**src/rtl/exmem_skid_reg.sv**
```systemverilog
// EX/MEM pipeline register with valid/ready handshake, one-entry skid buffer,
// synchronous flush and a saturating stall counter. Bubbles always carry ctrl=0.
module exmem_skid_reg #(
    parameter int CTRL_W = 7,
    parameter int DATA_W = 102,
    parameter int CNT_W  = 16
) (
    input  logic              clk,
    input  logic              rst,
    input  logic              flush,
    input  logic              in_valid,
    output logic              in_ready,
    input  logic [CTRL_W-1:0] in_ctrl,
    input  logic [DATA_W-1:0] in_data,
    output logic              out_valid,
    input  logic              out_ready,
    output logic [CTRL_W-1:0] out_ctrl,
    output logic [DATA_W-1:0] out_data,
    output logic [1:0]        occupancy,
    output logic [CNT_W-1:0]  stall_cnt
);

    // Handshake: a beat moves on any edge where valid and ready are both high;
    // ready never depends on the opposite side's ready in the same cycle.
    // State encoding doubles as the entry count.
    typedef enum logic [1:0] {
        S_EMPTY = 2'd0,
        S_ONE   = 2'd1,
        S_TWO   = 2'd2
    } state_t;

    state_t              r_state;
    logic [CTRL_W-1:0]   r_main_ctrl;
    logic [DATA_W-1:0]   r_main_data;
    logic [CTRL_W-1:0]   r_skid_ctrl;
    logic [DATA_W-1:0]   r_skid_data;
    logic [CNT_W-1:0]    r_stall_cnt;

    logic                w_in_fire;
    logic                w_out_fire;
    logic                w_stalled;

    assign in_ready   = (r_state != S_TWO) && !rst;
    assign out_valid  = (r_state != S_EMPTY);
    assign out_ctrl   = r_main_ctrl;
    assign out_data   = r_main_data;
    assign occupancy  = r_state;
    assign stall_cnt  = r_stall_cnt;

    assign w_in_fire  = in_valid && in_ready;
    assign w_out_fire = out_valid && out_ready;
    assign w_stalled  = out_valid && !out_ready;

    always_ff @(posedge clk) begin
        if (rst) begin
            r_state     <= S_EMPTY;
            r_main_ctrl <= '0;
            r_main_data <= '0;
            r_skid_ctrl <= '0;
            r_skid_data <= '0;
            r_stall_cnt <= '0;
        end else begin
            // Counter ignores flush so stall statistics survive squashes.
            if (w_stalled && (r_stall_cnt != {CNT_W{1'b1}})) begin
                r_stall_cnt <= r_stall_cnt + 1'b1;
            end

            if (flush) begin
                r_state     <= S_EMPTY;
                r_main_ctrl <= '0;
                r_skid_ctrl <= '0;
            end else begin
                case (r_state)
                    S_EMPTY: begin
                        if (w_in_fire) begin
                            r_main_ctrl <= in_ctrl;
                            r_main_data <= in_data;
                            r_state     <= S_ONE;
                        end
                    end
                    S_ONE: begin
                        if (w_in_fire && w_out_fire) begin
                            r_main_ctrl <= in_ctrl;
                            r_main_data <= in_data;
                        end else if (w_in_fire) begin
                            r_skid_ctrl <= in_ctrl;
                            r_skid_data <= in_data;
                            r_state     <= S_TWO;
                        end else if (w_out_fire) begin
                            r_main_ctrl <= '0;
                            r_state     <= S_EMPTY;
                        end
                    end
                    S_TWO: begin
                        if (out_ready) begin
                            r_main_ctrl <= r_skid_ctrl;
                            r_main_data <= r_skid_data;
                            r_skid_ctrl <= '0;
                            r_state     <= S_ONE;
                        end
                    end
                    default: begin
                        r_state     <= S_EMPTY;
                        r_main_ctrl <= '0;
                        r_skid_ctrl <= '0;
                    end
                endcase
            end
        end
    end

endmodule

```
**config.mk**
```make
export PLATFORM = sky130hd
export DESIGN_NAME = exmem_skid_reg
export DESIGN_NICKNAME = d
export VERILOG_FILES = /design/src/rtl/exmem_skid_reg.sv
export SDC_FILE = /design/constraint.sdc
export NUM_CORES = 1
export LEC_CHECK = 0
export ABC_AREA = 0
export BUFFER_PORTS_ARGS = -buffer_cell sky130_fd_sc_hd__buf_2
export CAP_MARGIN = 20
export CORE_MARGIN = 2
export CORE_UTILIZATION = 49
export DETAILED_ROUTE_END_ITERATION = 12
export MAX_ROUTING_LAYER = met4
export PLACE_DENSITY = 0.86
export REMOVE_ABC_BUFFERS = 1
export SYNTH_ARGS = -nofsm -noshare
export SYNTH_HDL_FRONTEND = slang
export SYNTH_SLANG_ARGS = --single-unit
```
**constraint.sdc**
```tcl
create_clock -name clk -period 1.5 [get_ports clk]
set_input_delay 0.225 -clock clk [delete_from_list [all_inputs] [get_ports clk]]
set_output_delay 0.225 -clock clk [all_outputs]
set_load 0.02 [all_outputs]
```
# Word-level counts from Yosys, hierarchy flattened
# Index checks and enable logic that the tools add are counted.
# totals
reg_bits,236
output_inout_bits,129
elab_cells,58
# op_classes
addsub,1
eq_ne,12
reduce_logical,17
muxes,19
bitwise_logic,3
# ops
cell,n
$mux 102,3
$pmux 102 s3,1
$mux 7,7
$pmux 7 s3,2
$add 16x1->16 const B,1
$ne 16x16->1 const B,1
$reduce_and 4->1,4
$ne 2x2->1 const B,6
$mux 2,5
$ne 3x3->1 const B,3
$logic_and 1x1->1,6
$pmux 2 s3,1
$reduce_and 5->1,1
$not 1->1,3
$reduce_bool 3->1,1
$eq 2x1->1 const B,1
$eq 2x2->1 const B,1
$logic_not 1->1,2
$logic_not 2->1,1
$reduce_bool 2->1,1
$reduce_or 2->1,1

# Depth between registers and ports, before layout
# Gate-level depths: netlist (run 1).
# depth
ltp_word,6
mapped_depth,8

# Worst setup path before layout (run 1)
# No wires, ideal clock.
# synth_path
path_kind,register to register
startpoint,register r_state[1] (netlist: occupancy[1])
endpoint,register r_skid_data[21]
t_arrival_ns,1.682
path_stages_with_launch,8
period_less_slack_ns,1.814
slack_ns,-0.314
n_path_buf,3
cell_sequence,dfxtp_1 buf_2 or3b_4 or3_4 buf_6 buf_6 nand2_1 a21oi_1
# synth_between
elab_chain_cells,6
elab_cells_between_ends,9
cone_classes,2 x eq/ne; 1 x bitwise; 6 x reduce/logical
# synth_lines
element,line,rtl
start: declaration,32,state_t r_state;
start signal: assignment,56,r_state <= S_EMPTY;
start signal: assignment,69,r_state <= S_EMPTY;
start signal: assignment,78,r_state <= S_ONE;
$ne 2x2->1,43,assign in_ready = (r_state != S_TWO) && !rst;
$logic_and 1x1->1,43,
$logic_and 1x1->1,50,assign w_in_fire = in_valid && in_ready;
$logic_and 1x1->1,82,if (w_in_fire && w_out_fire) begin
$not 1->1 (no source line),-,
$reduce_and 4->1 (no source line) *,-,
end signal: assignment,87,r_skid_data <= in_data;
end: declaration,36,logic [DATA_W-1:0] r_skid_data;
# Mark *: on every way between the ends. The rest lies on a longest branch, timed or not.
# A chain may end at the register's enable or synchronous reset.

# Worst setup path after layout (run 1)
# layout_path
startpoint,register r_state[1] (netlist: occupancy[1])
endpoint,register r_skid_data[93]
# Same word-level chain as after synthesis.

==> key figures, run 1 <==
Status
  – Status: finished, violations left
  – Failing checks: setup timing

Synth
  – Mux contribution to synthesized area: between 5 and 6%
  – Compound-Gate Fraction of Synth Area: 23.7%
  – Post-synth ARST share: 0%
  – Ys Warns: 0
  – Synth unique cells: 48
  – Avg Cell Area, Syn: 8.27 µm²
  – Synth Register Bits: 236
  – Synth Area in Adders: 0.119%
  – Main combinational cell family by area after synthesis: compound AO/OA/AOI/OAI gates
  – Ys flop type: dfxtp_1
  – XOR/XNOR Fraction of Synth Area: 0%
  – Sequential cell area fraction in the yosys report: 44.9%
  – Post-Syn Instances: ~1.3k
  – Synth Cell Area: roughly 0.011 mm²
  – EDFF count, synth: 0
  – Post-synthesis simple-gate area fraction: 20.0%

Timing
  – Setup-failing EPs final: 225
  – Worst Max-Slew Pin Slew: 0.693 ns
  – Final period utilization: 118%
  – Worst rel slew slack: 53.8%
  – Setup TNS: -37.40 ns
  – RSZ-0062 raised after global routing: true
  – Setup ws final: -0.273 ns
  – Crit path time final: between 1.5 and 2 ns
  – Final hold violation count: 0
  – Clock skew: 0.0174 ns
  – Fmax: about 0.56 GHz
  – Final Slew Violations: 0

Setup path
  – R2r setup slk: -0.27 ns
  – Worst setup SP type: register
  – CP startpoint: occupancy[1]
  – WS Path Type: register to register
  – Crit-path cells: or3b_4, or3_4, buf_12, nand2_1, a21oi_1
  – Crit path capture type: register
  – Worst EP arrival: between 2 and 2.5 ns
  – Worst Path Required: roughly 1.9 ns
  – CP max stage delay: 0.43 ns
  – Critical path buffers and inverters: 1
  – Worst reg2reg path startpoint: occupancy[1]
  – Crit Path Max Fanout: 40
  – Top delay family on crit path: simple AND/OR/NAND/NOR gates
  – Slowest stage cell on the critical path: or3b_4
  – Worst r2r path cells: 5
  – Terminus of the critical flop-to-flop path: r_skid_data[93]
  – Setup crit end: r_skid_data[93]
  – Cell count along the critical path: 5

Clock network
  – CTS Sinks: 236
  – Maximum buffer depth of the clock tree: 3
  – Worst-path clk slew: 0.07 ns
  – Worst-Skew Late Latency: 0.53 ns
  – H-tree levels: 1
  – CTS tree: yes
  – Root buffer cell: clkbuf_16
  – TritonCTS Buffers: 25

Floorplanning
  – Chip width: 150 µm
  – Die area: 0.0226 mm²
  – Die height: about 150 µm
  – I/O pin cnt: around 240
  – Row count: 53
  – Core Region: 0.0210 mm²
  – Initial core utilization: between 50% and 60%

Final layout
  – Final instance area: 0.0161 mm²
  – Layout cell share with drive strength beyond 1: 32.5%
  – Fin nets: about 1.8k
  – Area growth syn-to-layout: 53.3%
  – Number of diodes: 0

Route
  – DRC: 0
  – DR pass1 iterations: 6
  – Routed WL per cell: around 21 µm
  – Total number of vias: 11.7k
  – Vias per Instance: about 6
  – Detailed Route Iter0 Violations: 1011
  – Final WL: 40.8 mm
  – Antenna viol nets, final: 0

Power and ir drop
  – Maximum vdd ir drop: approximately 0.00088 V
  – PD cells: 951 mW/mm²
  – LEAKAGE: 7.19 nW

Min path
  – Min-delay worst type: input port to register

GRT
  – First-pass GRT wire length: 55.7 mm
  – Largest net degree at the start of global routing: between 100 and 150
  – Initial antenna violation count: 0
  – Global route overflow: 0
  – Vias in the first global route: 11.2k
  – Gr usage total: 31.1%

Placed design
  – Placed Area: 0.0125 mm²
  – GPL Wtd Cong: 0.869
  – Detail Placement HPWL: 19.2 mm
  – PortBufs: 242
  – Place WS: -0.229 ns

Run
  – Max_cap viols: 0
synthesized netlist by cell type, drive strengths merged (2+ instances only):
cell type / number / area [µm²]
nor3b: 2 / 15.0
nand2: 378 / 1420
a211oi: 4 / 30.0
nand2b: 5 / 31.3
and4: 2 / 17.5
nand4: 5 / 31.3
mux2i: 49 / 490
o311a: 56 / 561
nor3: 4 / 25.0
clkbuf: 83 / 319
o21ai: 50 / 250
a21oi: 111 / 556
a22oi: 15 / 118
nor2b: 52 / 325
nand3b: 2 / 15.0
o41ai: 46 / 403
buf: 41 / 285
or2: 2 / 12.5
or3: 3 / 23.8
inv: 5 / 18.8
or4: 5 / 37.5
dfxtp: 236 / 4720
mux2: 6 / 67.6
o31ai: 5 / 37.5
o21bai: 56 / 420
nand3: 4 / 20.0
and3: 2 / 12.5
o2bb2ai: 7 / 61.3
nor2: 24 / 90.1
worst min-delay path, stage by stage:
cell and delay, ns:
buf_2 0.11, nand2_1 0.07, a21oi_1 0.07
metrics by stage:
step           hold slack (ns)  power, mW  utilization [%]  std cells
6_report               0.00761       15.3             76.7       1952
3_3_place_gp             0.440       8.06             59.5       1757
4_1_cts                0.00972       14.9             71.5       1926
5_1_grt                -0.0119       15.7             76.7       1952
3_5_place_dp             0.447       8.10             59.5       1757
2_1_floorplan            0.294       7.29                -       1147
how the worst min path moves through the flow:
stage	start	to	slack, ns	cells after the start
2_1_floorplan	rst	r_skid_data[0]	0.29	1
3_3_place_gp	r_skid_data[95]	r_skid_data[95]	0.44	2
3_5_place_dp	r_skid_data[1]	r_skid_data[1]	0.45	2
4_1_cts	in_data[79]	r_skid_data[79]	0.01	3
5_1_grt	in_data[95]	r_skid_data[95]	-0.01	3
6_report	in_data[95]	r_skid_data[95]	0.008	3
registers in the layout (all words and copies together), names as in the netlist:
| name | flops |
|---|---|
| occupancy | 2 |
| r_skid_data | 102 |
| out_data | 102 |
| stall_cnt | 16 |
| out_ctrl | 7 |
| r_skid_ctrl | 7 |
logic make-up (layout without fill, tap and decap cells):
logic type                 Yosys count  in the layout
and+or+nand+nor                    493            493
AOI/OAI and AO/OA                  357            357
DFF                                236            236
buffers and inverters              129            535
muxes                               55             55
adders and majority gates            1              1
placed cells by master (no fill, tap or decap), types with 5 or more instances in the layout:
cell type / instances
a21oi_1: 102
a21oi_2: 9
a22oi_1: 14
buf_12: 24
buf_16: 7
buf_2: 238
buf_4: 62
buf_6: 23
buf_8: 10
clkbuf_16: 37
clkinv_2: 6
dfxtp_1: 231
dlygate4sd3_1: 107
mux2_2: 5
mux2i_1: 45
nand2_1: 374
nand4_1: 5
nor2_1: 20
nor2b_1: 51
o21ai_0: 5
o21ai_1: 13
o21ai_2: 16
o21ai_4: 16
o21bai_1: 52
o2bb2ai_1: 5
o311a_1: 56
o31ai_1: 5
o41ai_1: 16
o41ai_2: 22
o41ai_4: 8
report_power, final:
group | total, mW | internal, mW | leakage (nW) | switching [mW]
clock network | 6.67 | 3.95 | 0.433 | 2.72
logic | 2.14 | 0.969 | 4.84 | 1.17
registers | 6.51 | 6.41 | 1.91 | 0.0921
routing by layer:
metal / wire, µm / vias to the layer above / track usage (%)
met4: 2050 / 0 / 14.2
met2: 20500 / 736 / 53.2
met5: 0 / - / -
li1: - / 5236 / -
met1: 14700 / 5539 / 34.8
met3: 3620 / 187 / 6.67
area by class of cell:
class / count / area, µm²
Clock buffer: 31 / 688
Fill cell: 1207 / 4900
Timing Repair Buffer: 485 / 4180
Sequential cell: 236 / 4740
Multi-Input combinational cell: 906 / 5970
Tap cell: 275 / 344
Clock inverter: 14 / 184
Inverter: 5 / 18.8
what timing repair did:
item                                   CTS  global route
hold buffers                           107             0
cloned                                   4            15
setup endpoints to repair              224           227
pin swaps                               14            36
buffers inserted                        13            11
resized for setup                       95           141
endpoints found under the hold margin  107             0
No activity file was read; power rests on OpenSTA's default activity.
==> run 2: changes to the inputs <==
- CORE_ASPECT_RATIO: unset -> 1.5
==> key figures, run 2 (synthesis results as in run 1) <==
Clock network
  – Maximum buffer depth of the clock tree: 3 (unchanged)
  – TritonCTS Buffers: 23 (-8.0%)
  – Worst-Skew Late Latency: 0.52 ns (about the same)
  – CTS Sinks: 236 (unchanged)
  – H-tree levels: 1 (unchanged)
  – Root buffer cell: clkbuf_16
  – CTS tree: yes
  – Worst-path clk slew: 0.07 ns (about the same)

Setup path
  – Crit path capture type: register
  – Terminus of the critical flop-to-flop path: out_data[32]
  – Crit-path cells: buf_4, nor3b_4, a22oi_2, buf_12, buf_12, buf_16, o21bai_1, o311a_1
  – R2r setup slk: -0.63 ns (-0.35 ns)
  – Slowest stage cell on the critical path: dfxtp_4
  – Worst setup SP type: register
  – CP max stage delay: 0.36 ns (-0.07 ns)
  – Worst Path Required: 1.93 ns (+0.06 ns)
  – CP most frequent cell: buf_12
  – Crit Path Max Fanout: 8 (-80%)
  – WS Path Type: register to register
  – Worst r2r path cells: 8 (+3)
  – Worst EP arrival: 2.55 ns (+0.41 ns)
  – CP startpoint: occupancy[1]
  – Setup crit end: out_data[32]
  – Worst reg2reg path startpoint: occupancy[1]

Final layout
  – Commonest non-fill, non-tap cells in the layout: nand2_1, buf_2, dfxtp_1
  – Fin nets: 1774 (unchanged)
  – Most common cell after layout, fill and taps aside: nand2_1
  – Area growth syn-to-layout: 56.8%
  – Layout cell share with drive strength beyond 1: 36.7% (+4.2 points)

GRT
  – GRT busiest layer: met2
  – Global route overflow: 0 (unchanged)
  – First-pass GRT wire length: 57.7 mm (+3.7%)
  – Vias in the first global route: 11.4k (+1.7%)
  – Gr usage total: 32.9% (+1.8 points)
  – Grt met1 use: 35.9% (+1.1 points)
  – M2 GR Usage: 55.8% (+2.6 points)
  – Largest net degree at the start of global routing: 131 (+13%)
  – Initial antenna violation count: 1 (+1)
  – Met3 usage: 5.63% (-1.0 points)

Route
  – Routed WL per cell: 24.0 µm (+15%)
  – Total number of vias: 12.3k (+5.4%)
  – Vias per Instance: 6.36 (+6.1%)
  – Detailed Route Iter0 Violations: 1347 (+33%)
  – Final WL: 46.6 mm (+14%)
  – DR pass1 iterations: 5 (-1)
  – DRC: 0 (unchanged)
  – Antenna viol nets, final: 0 (unchanged)

Floorplanning
  – Initial core utilization: 49.9% (-0.10 points)
  – Die area: 0.0227 mm² (+0.11%)
  – Row count: 65 (+23%)
  – Chip width: 124 µm (-18%)
  – I/O pin cnt: 243 (unchanged)
  – Core Region: 0.0211 mm² (+0.20%)
  – Die height: 183 µm (+22%)

Power and ir drop
  – LEAKAGE: 7.33 nW (+2.1%)
  – Maximum vdd ir drop: 0.000854 V (-2.7%)
  – PD cells: 894 mW/mm² (-6.0%)
  – Post-layout power: 14.7 mW (-3.8%)

Status
  – Failing checks: setup timing
  – Status: finished, violations left

Timing
  – Fin Hold WS: 0.0443 ns (+0.0367 ns)
  – RSZ-0062 raised after global routing: true
  – Final period utilization: 142% (+24 points)
  – Worst Max-Slew Pin Slew: 0.698 ns (+0.00530 ns)
  – Final hold violation count: 0 (unchanged)
  – Crit path time final: 2.13 ns (+0.353 ns)
  – Worst rel slew slack: 53.5% (-0.35 points)
  – Setup ws final: -0.626 ns (-0.353 ns)
  – Setup-failing EPs final: 231 (+2.7%)
  – Clock skew: 0.0235 ns (+0.00609 ns)
  – Final Slew Violations: 0 (unchanged)
  – Fmax: 0.470 GHz (-17%)

Placed design
  – GPL Wtd Cong: 0.826 (-5.0%)
  – PortBufs: 242 (unchanged)
  – Detail Placement HPWL: 19.7 mm (+2.3%)

Run
  – Max_cap viols: 0 (unchanged)

Min path
  – Min-delay worst type: input port to register
## run 2: cell types whose count changed in the layout (fill, tap and decap cells not counted), sizes merged, moves of 2 or more
cell and delta:
buf -6, inv -2, clkbuf +6, clkinv -4, dlygate4sd3 +2
## run 2: how the worst min path moves through the flow
stage | startpoint | endpoint | depth (start not counted)
floorplan | rst | r_skid_data[0] | 1
global placement | r_skid_data[73] | r_skid_data[73] | 2
detailed placement | out_ctrl[6] | out_ctrl[6] | 1
CTS | in_data[87] | r_skid_data[87] | 3
global route | in_data[87] | r_skid_data[87] | 3
finish | in_data[87] | r_skid_data[87] | 3
## run 2: report_power, final
| group | internal, mW | total [mW] | switching (mW) | leakage (nW) |
|---|---|---|---|---|
| registers | 6.41 | 6.51 | 0.0962 | 1.92 |
| logic | 0.951 | 2.17 | 1.22 | 5.04 |
| clock network | 3.55 | 6.06 | 2.51 | 0.377 |
| total | 10.9 | 14.7 | 3.82 | 7.33 |
## run 2: metrics by stage
| step | cell area [µm²] | std cells | TNS [ns] | setup WS [ns] | utilization [%] |
|---|---|---|---|---|---|
| floorplan | 9910 | 1147 | -765.83 | -4.65 | - |
| global placement | 12300 | 1735 | -22.93 | -0.154 | 58.5 |
| detailed placement | 12300 | 1735 | -33.78 | -0.209 | 58.5 |
| CTS | 15000 | 1907 | -37.46 | -0.242 | 71.3 |
| global route | 16500 | 1940 | -68.67 | -0.624 | 78.3 |
| finish | 16500 | 1940 | -61.73 | -0.626 | 78.3 |
## run 2: cell type report
class | count | area (µm²)
clock inverter | 6 | 105
fill | 1178 | 4580
multi-input combinational | 907 | 6250
tap | 268 | 335
sequential | 236 | 4740
timing repair buffer | 486 | 4370
inverter | 5 | 18.8
antenna | 1 | 2.50
clock buffer | 31 | 656
## run 2: repair_timing
| action | CTS | global route |
|---|---|---|
| gates cloned | 9 | 22 |
| resized for setup | 100 | 236 |
| hold endpoints to repair | 109 | 0 |
| buffers inserted | 18 | 10 |
| pin swaps | 20 | 78 |
| endpoints found under the setup margin | 219 | 237 |
| hold buffers | 109 | 0 |
## run 2: worst max-delay path, delay by kind of cell (launching register included)
| kind | cells | cell delay, ns |
|---|---|---|
| buffers and inverters | 4 | 0.64 |
| AOI/OAI and AO/OA | 3 | 0.82 |
| and+or+nand+nor | 1 | 0.22 |
| DFF | 1 | 0.36 |
## run 2: metal layers
layer | up-vias | routed length [µm]
met5 | - | 0
li1 | 5236 | -
met2 | 970 | 23000
met3 | 352 | 4240
met1 | 5773 | 15400
met4 | 0 | 3960
